==> src/rtl/aes_spi_frontend.sv <==
// SPI slave front end for the AES core: frame = key then one plaintext block, ciphertext returned next frame.
// Latency: key/block load 1 clk after the synchronised cs rise; ciphertext captured CIPHER_LAT clk later.
// Backpressure: frames that arrive while a capture is pending are ignored and flagged; sclk <= clk/8.
`timescale 1ns/1ps
module aes_spi_frontend #(
  parameter int NK         = 8,
  parameter int CIPHER_LAT = 2
) (
  input  logic              clk,
  input  logic              rst_n,
  input  logic              sclk,
  input  logic              cs_n,
  input  logic              mosi,
  output logic              miso,
  output logic [0:32*NK-1]  key_out,
  output logic [0:127]      block_out,
  input  logic [0:127]      cipher_in,
  output logic              ct_valid,
  output logic              busy,
  output logic              frame_err
);

  localparam int KW    = 32 * NK;
  localparam int FRAME = KW + 128;
  localparam int CW    = $clog2(FRAME + 2);
  localparam int LW    = $clog2(CIPHER_LAT + 1);

  typedef enum logic [1:0] {S_IDLE, S_RECV, S_WAIT, S_IGNORE} state_e;

  state_e            state_q, state_d;
  logic [2:0]        sclk_q;
  logic [2:0]        cs_q;
  logic [1:0]        mosi_q;
  logic [CW-1:0]     bit_cnt_q, bit_cnt_d;
  logic [LW-1:0]     lat_q, lat_d;
  logic [0:FRAME-1]  rx_q, rx_d;
  logic [0:KW-1]     key_q, key_d;
  logic [0:127]      blk_q, blk_d;
  logic [0:127]      ct_q, ct_d;
  logic [0:127]      tx_q, tx_d;

  logic sclk_rise, sclk_fall, cs_fall, cs_rise, cs_low, mosi_s;
  logic accept, rx_bit, tx_bit, frame_start;

  // Two-flop synchronisers plus one history flop for edge detection; cs idles high out of reset
  always_ff @(posedge clk or negedge rst_n) begin
    if (!rst_n) begin
      sclk_q <= 3'b000;
      cs_q   <= 3'b111;
      mosi_q <= 2'b00;
    end else begin
      sclk_q <= {sclk_q[1:0], sclk};
      cs_q   <= {cs_q[1:0], cs_n};
      mosi_q <= {mosi_q[0], mosi};
    end
  end

  assign sclk_rise = sclk_q[1] & ~sclk_q[2];
  assign sclk_fall = ~sclk_q[1] & sclk_q[2];
  assign cs_fall   = ~cs_q[1] & cs_q[2];
  assign cs_rise   = cs_q[1] & ~cs_q[2];
  assign cs_low    = ~cs_q[1];
  assign mosi_s    = mosi_q[1];

  // FSM state register
  always_ff @(posedge clk or negedge rst_n) begin
    if (!rst_n) state_q <= S_IDLE;
    else        state_q <= state_d;
  end

  // FSM next state; a pending capture keeps counting even after leaving WAIT for IGNORE
  always_comb begin
    state_d = state_q;
    case (state_q)
      S_IDLE:   if (cs_fall) state_d = S_RECV;
      S_RECV:   if (cs_rise) state_d = (bit_cnt_q == CW'(FRAME)) ? S_WAIT : S_IDLE;
      S_WAIT: begin
        if (cs_fall)              state_d = S_IGNORE;
        else if (lat_q == LW'(1)) state_d = S_IDLE;
      end
      S_IGNORE: if (cs_rise) state_d = S_IDLE;
      default:  state_d = S_IDLE;
    endcase
  end

  // FSM outputs and datapath strobes
  always_comb begin
    accept      = (state_q == S_RECV) && cs_rise && (bit_cnt_q == CW'(FRAME));
    frame_err   = ((state_q == S_RECV) && cs_rise && (bit_cnt_q != CW'(FRAME))) ||
                  ((state_q == S_IGNORE) && cs_rise);
    busy        = (state_q == S_WAIT);
    ct_valid    = (lat_q == LW'(1));
    rx_bit      = (state_q == S_RECV) && cs_low && sclk_rise;
    tx_bit      = (state_q == S_RECV) && cs_low && sclk_fall;
    frame_start = (state_q == S_IDLE) && cs_fall;
    miso        = cs_low ? tx_q[0] : 1'b0;
  end

  // Datapath next state: shift-in, atomic key/block load, settle countdown, capture and shift-out
  always_comb begin
    bit_cnt_d = bit_cnt_q;
    rx_d      = rx_q;
    key_d     = key_q;
    blk_d     = blk_q;
    lat_d     = lat_q;
    ct_d      = ct_q;
    tx_d      = tx_q;
    if (frame_start) begin
      bit_cnt_d = '0;
    end else if (rx_bit) begin
      rx_d = {rx_q[1:FRAME-1], mosi_s};
      if (bit_cnt_q != CW'(FRAME + 1)) bit_cnt_d = bit_cnt_q + 1'b1;
    end
    if (accept) begin
      key_d = rx_q[0:KW-1];
      blk_d = rx_q[KW:FRAME-1];
      lat_d = LW'(CIPHER_LAT);
    end else if (lat_q != '0) begin
      lat_d = lat_q - 1'b1;
    end
    // The held ciphertext is reloaded at every frame start so repeated reads return the same value
    if (lat_q == LW'(1)) begin
      ct_d = cipher_in;
      tx_d = cipher_in;
    end else if (frame_start) begin
      tx_d = ct_q;
    end else if (tx_bit) begin
      tx_d = {tx_q[1:127], 1'b0};
    end
  end

  // Datapath registers
  always_ff @(posedge clk or negedge rst_n) begin
    if (!rst_n) begin
      bit_cnt_q <= '0;
      rx_q      <= '0;
      key_q     <= '0;
      blk_q     <= '0;
      lat_q     <= '0;
      ct_q      <= '0;
      tx_q      <= '0;
    end else begin
      bit_cnt_q <= bit_cnt_d;
      rx_q      <= rx_d;
      key_q     <= key_d;
      blk_q     <= blk_d;
      lat_q     <= lat_d;
      ct_q      <= ct_d;
      tx_q      <= tx_d;
    end
  end

  assign key_out   = key_q;
  assign block_out = blk_q;

endmodule

==> config.mk <==
export PLATFORM = sky130hd
export DESIGN_NAME = aes_spi_frontend
export DESIGN_NICKNAME = d
export VERILOG_FILES = /design/src/rtl/aes_spi_frontend.sv
export SDC_FILE = /design/constraint.sdc
export NUM_CORES = 2
export LEC_CHECK = 0
export BUFFER_PORTS_ARGS = -buffer_cell sky130_fd_sc_hd__buf_2
export CAP_MARGIN = 10
export CORE_ASPECT_RATIO = 1.75
export CORE_MARGIN = 4
export CORE_UTILIZATION = 58
export DETAILED_ROUTE_END_ITERATION = 16
export MAX_ROUTING_LAYER = met4
export PLACE_DENSITY = 0.77
export SLEW_MARGIN = 0
export SYNTH_ARGS = -nofsm -noshare
export SYNTH_HDL_FRONTEND = slang
export SYNTH_SLANG_ARGS = --single-unit
==> constraint.sdc <==
create_clock -name clk -period 2.6 [get_ports clk]
set_input_delay 0.39 -clock clk [delete_from_list [all_inputs] [get_ports clk]]
set_output_delay 0.39 -clock clk [all_outputs]
set_load 0.02 [all_outputs]
==> implementation parameters <==
Parameter                              Value

Run status
  Status    finished, final reports clean

Logic synthesis
  Total of warnings raised by yosys    0
  Most common cell in the synthesized netlist    nand2_1
  Count of flip-flops with a built-in enable after synthesis    0
  Top_reg_cell synth    dfrtp_1
  Post-synthesis cell area    40700 um^2
  Net count after synthesis    3650
  Share of the synthesized area in the top cell type    64.1%
  Syn Inst Count    3512
  Flip-flop and latch count after synthesis    1045
  Library cells used by synthesis    42
  Largest area contributor in the synthesized netlist    dfrtp_1
  Share of the yosys chip area belonging to registers    64.3%
  Synthesized area per cell    11.6 um^2
  Most frequent cells after synthesis    nand2_1 (1287), dfrtp_1 (1042), mux2_2 (384)
  Async SR Flop Fraction    100%
  Main area contributors after synthesis    dfrtp_1 (64%), nand2_1 (12%), mux2_2 (11%), a2bb2oi_1 (2.7%), o221ai_1 (2.7%)

Clock network
  Clk root buf    clkbuf_16
  Latest clock arrival within the worst-skew pair    640 ps
  H-Tree Level Count    3
  Post-CTS setup buffer count    0
  TritonCTS clock tree    yes
  Clock-pin slew reported for the worst setup and hold paths after clock tree synthesis    70 ps
  Number of buffers inserted during clock tree synthesis    89
  Number of clock sinks    1045
  Buffer levels on the longest clock path    3

Power
  Internal portion of total power    24.5 mW
  Switching share of total power    21.2%
  Switching component of the power    6.61 mW
  Share of total power in sequential cells    52.5%
  Part of the power in the clock network    43.9%
  Leak Pwr    26.3 nW
  Share of power burned in combinational logic    3.6%
  Worst vdd ir    0.605 mV
  Ratio of total power to cell area    643 nW/um^2

STA
  Maximum clock frequency    0.398 GHz
  Max-slew headroom    57.9%
  Count of final max-slew check failures    0
  Final setup skew    28.3 ps
  Period minus WS final    2510 ps
  Hold Fails Final Rpt    0
  Slew of the pin with the lowest slew margin    632 ps
  Total Negative Setup Slacks    0 ps
  Post-route fraction of the period consumed by the critical path    96.7%
  Endpoints failing setup    0

Drt
  DRC violation count after routing    0
  Vias per Instance    5.55
  Vias    28300
  Number of detailed-route iterations in the first pass    5
  Drt wl/cell    18.9 um
  1st-iter DRT viols    2048
  Number of nets with antenna violations after detailed routing    0
  Routed WL    96700 um

Setup path
  Highest-delay cell along the critical path    or4b_4
  Setup slack, reg-to-reg    170 ps
  Endpoint kind of the worst setup timing path    output pin
  List of cells traversed by the critical path    or4b_4 -> nor3_2 -> nor2_1 -> buf_2
  Highest net fanout along the worst path    6
  Setup Crit Path Kind    flop to output pin
  Count of buffering cells on the critical path with inverters included    1
  Peak per-stage delay on the critical path    580 ps
  Crit path required time    2210 ps
  Worst setup path startpoint    bit_cnt_q[5]$_DFFE_PN0P_
  Cell type group with the largest total delay on the critical path    simple AND/OR/NAND/NOR gates
  WP depth    4
  Arr. time, crit path    2120 ps
  Reg2Reg Launch Point    state_q[0]$_DFFE_PN0P_
  R2R Path End    tx_q[81]$_DFFE_PN0P_
  Startpoint class of the critical path    flop
  Worst R2R Path Depth    5

Finish
  Post-route cell area    48400 um^2
  NumNets Final    4258
  Proportion of layout cells with a drive suffix above 1    27.6%
  Number of standard cells in the layout, taps in and fillers out    5103
  Area added between synthesis and finish    19.1%
  Count of fill cells added during filler insertion    4748

Die
  Placeable core area    69500 um^2
  Y dimension of the die    358 um
  Die Width    208 um
  Initial Utilization    58.5%
  Number of core rows    128
  Area of the die    74600 um^2
  IO Count    521

Global routing
  Via count of the first global-routing pass    29200
  Global-route usage over all layers    26.4%
  Gr ovfl total    0
  Global-route wire length before repair    156000 um
  Largest net degree at the start of global routing    129
  Number of antenna violations at the first check in global routing    5

Placed design
  Inst Count DP    4817
  Half-perimeter wire length after placement    61700 um
  Buffers added on ports    520
  Final RePlAce weighted congestion    0.816
  Placed cell areas    44100 um^2

Flow run
  Max cap viols    0

Min path
  Number of cells on the worst hold path    3
  Hold endpoint    ct_q[69]$_DFFE_PN0P_
  Class of the worst hold path    input port to flop
  Hold path startpoint    cipher_in[69]
-- sequential cells by signal, indices dropped and copies added (netlist names) --
name / flops
cs_q: 3
sclk_q: 3
mosi_q: 2
rx_q: 384
tx_q: 128
ct_q: 128
lat_q: 2
key_out: 256
state_q: 2
bit_cnt_q: 9
block_out: 128
-- layer usage --
| metal | up-vias | share of wire (%) | GRT usage [%] |
|---|---|---|---|
| met5 | - | 0 | - |
| met4 | 0 | 3.0 | 8.54 |
| met3 | 179 | 6.1 | 4.78 |
| met2 | 983 | 49 | 42.2 |
| met1 | 14400 | 42 | 34.9 |
| li1 | 12800 | - | - |
-- power groups by stage --
stage          registers (mW)  logic (mW)  clock network [mW]
6_report                 16.4        1.11                13.7
5_1_grt                  16.4        1.23                14.6
4_1_cts                  16.4        1.12                13.9
3_5_place_dp             16.7       0.969                   0
3_3_place_gp             16.7       0.964                   0
2_1_floorplan            16.7       0.388                   0
-- how the worst max path moves through the flow --
stage / end
global placement: key_out[182]$_DFFE_PN0P_
CTS: frame_err
detailed placement: key_out[118]$_DFFE_PN0P_
floorplan: block_out[10]$_DFFE_PN0P_
global route: frame_err
finish: frame_err
-- cell usage in the layout, fill, tap and decap left out, drive strengths merged, types with 121 or more instances in the layout --
cell type / instances
dlygate4sd3: 121
o21ai: 129
mux2: 384
clkbuf: 125
o221ai: 127
inv: 139
dfrtp: 1042
nand2: 1287
buf: 611
a2bb2oi: 127
-- metrics by stage --
step                utilization [%]  worst slack, ps  power (mW)  hold WS, ps
finish                         69.7             86.6        31.2         37.7
detailed placement             63.5              252        17.7          343
global placement               63.5              301        17.6          338
floorplan                         -              449        17.1         94.4
global route                   69.7            -12.9        32.2         16.1
CTS                            69.6             1.31        31.4        0.687
-- repair_timing --
item	in CTS	in global routing
endpoints found under the hold margin	229	0
resized for setup	1	2
hold buffers	121	0
cloned	0	1
setup endpoints to repair	1	2
-- kinds of logic (layout without fill, tap and decap cells) --
logic type               after synthesis  in the layout  share of synthesized area, %
multiplexers                         386            386                          10.7
other                                  0              6                             0
flip-flops                          1045           1045                          64.3
XOR/XNOR                               7              7                         0.151
buffers and inverters                351           1026                          4.96
adder cells (fa/ha/maj)                6              6                         0.178
AO/OA/AOI/OAI                        390            390                          7.18
AND/OR/NAND/NOR                     1327           1327                          12.5
-- layout make-up --
| type | count | area (um^2) | share of cell area [%] |
|---|---|---|---|
| tap | 910 | 1140 | 2.35 |
| clock inverter | 34 | 444 | 0.917 |
| timing repair buffer | 733 | 5050 | 10.4 |
| multi-input combinational | 2116 | 12500 | 25.9 |
| antenna | 6 | 15.0 | 0.0310 |
| inverter | 135 | 509 | 1.05 |
| sequential | 1045 | 26200 | 54.0 |
| clock buffer | 124 | 2580 | 5.33 |
-- worst register-to-register path, stage by stage (launching register included) --
cell and delay, ps:
dfrtp_1 480, or3b_1 510, or3b_4 590, buf_12 250, o221ai_1 340, a2bb2oi_1 130
No activity file was read; power rests on OpenSTA's default activity.
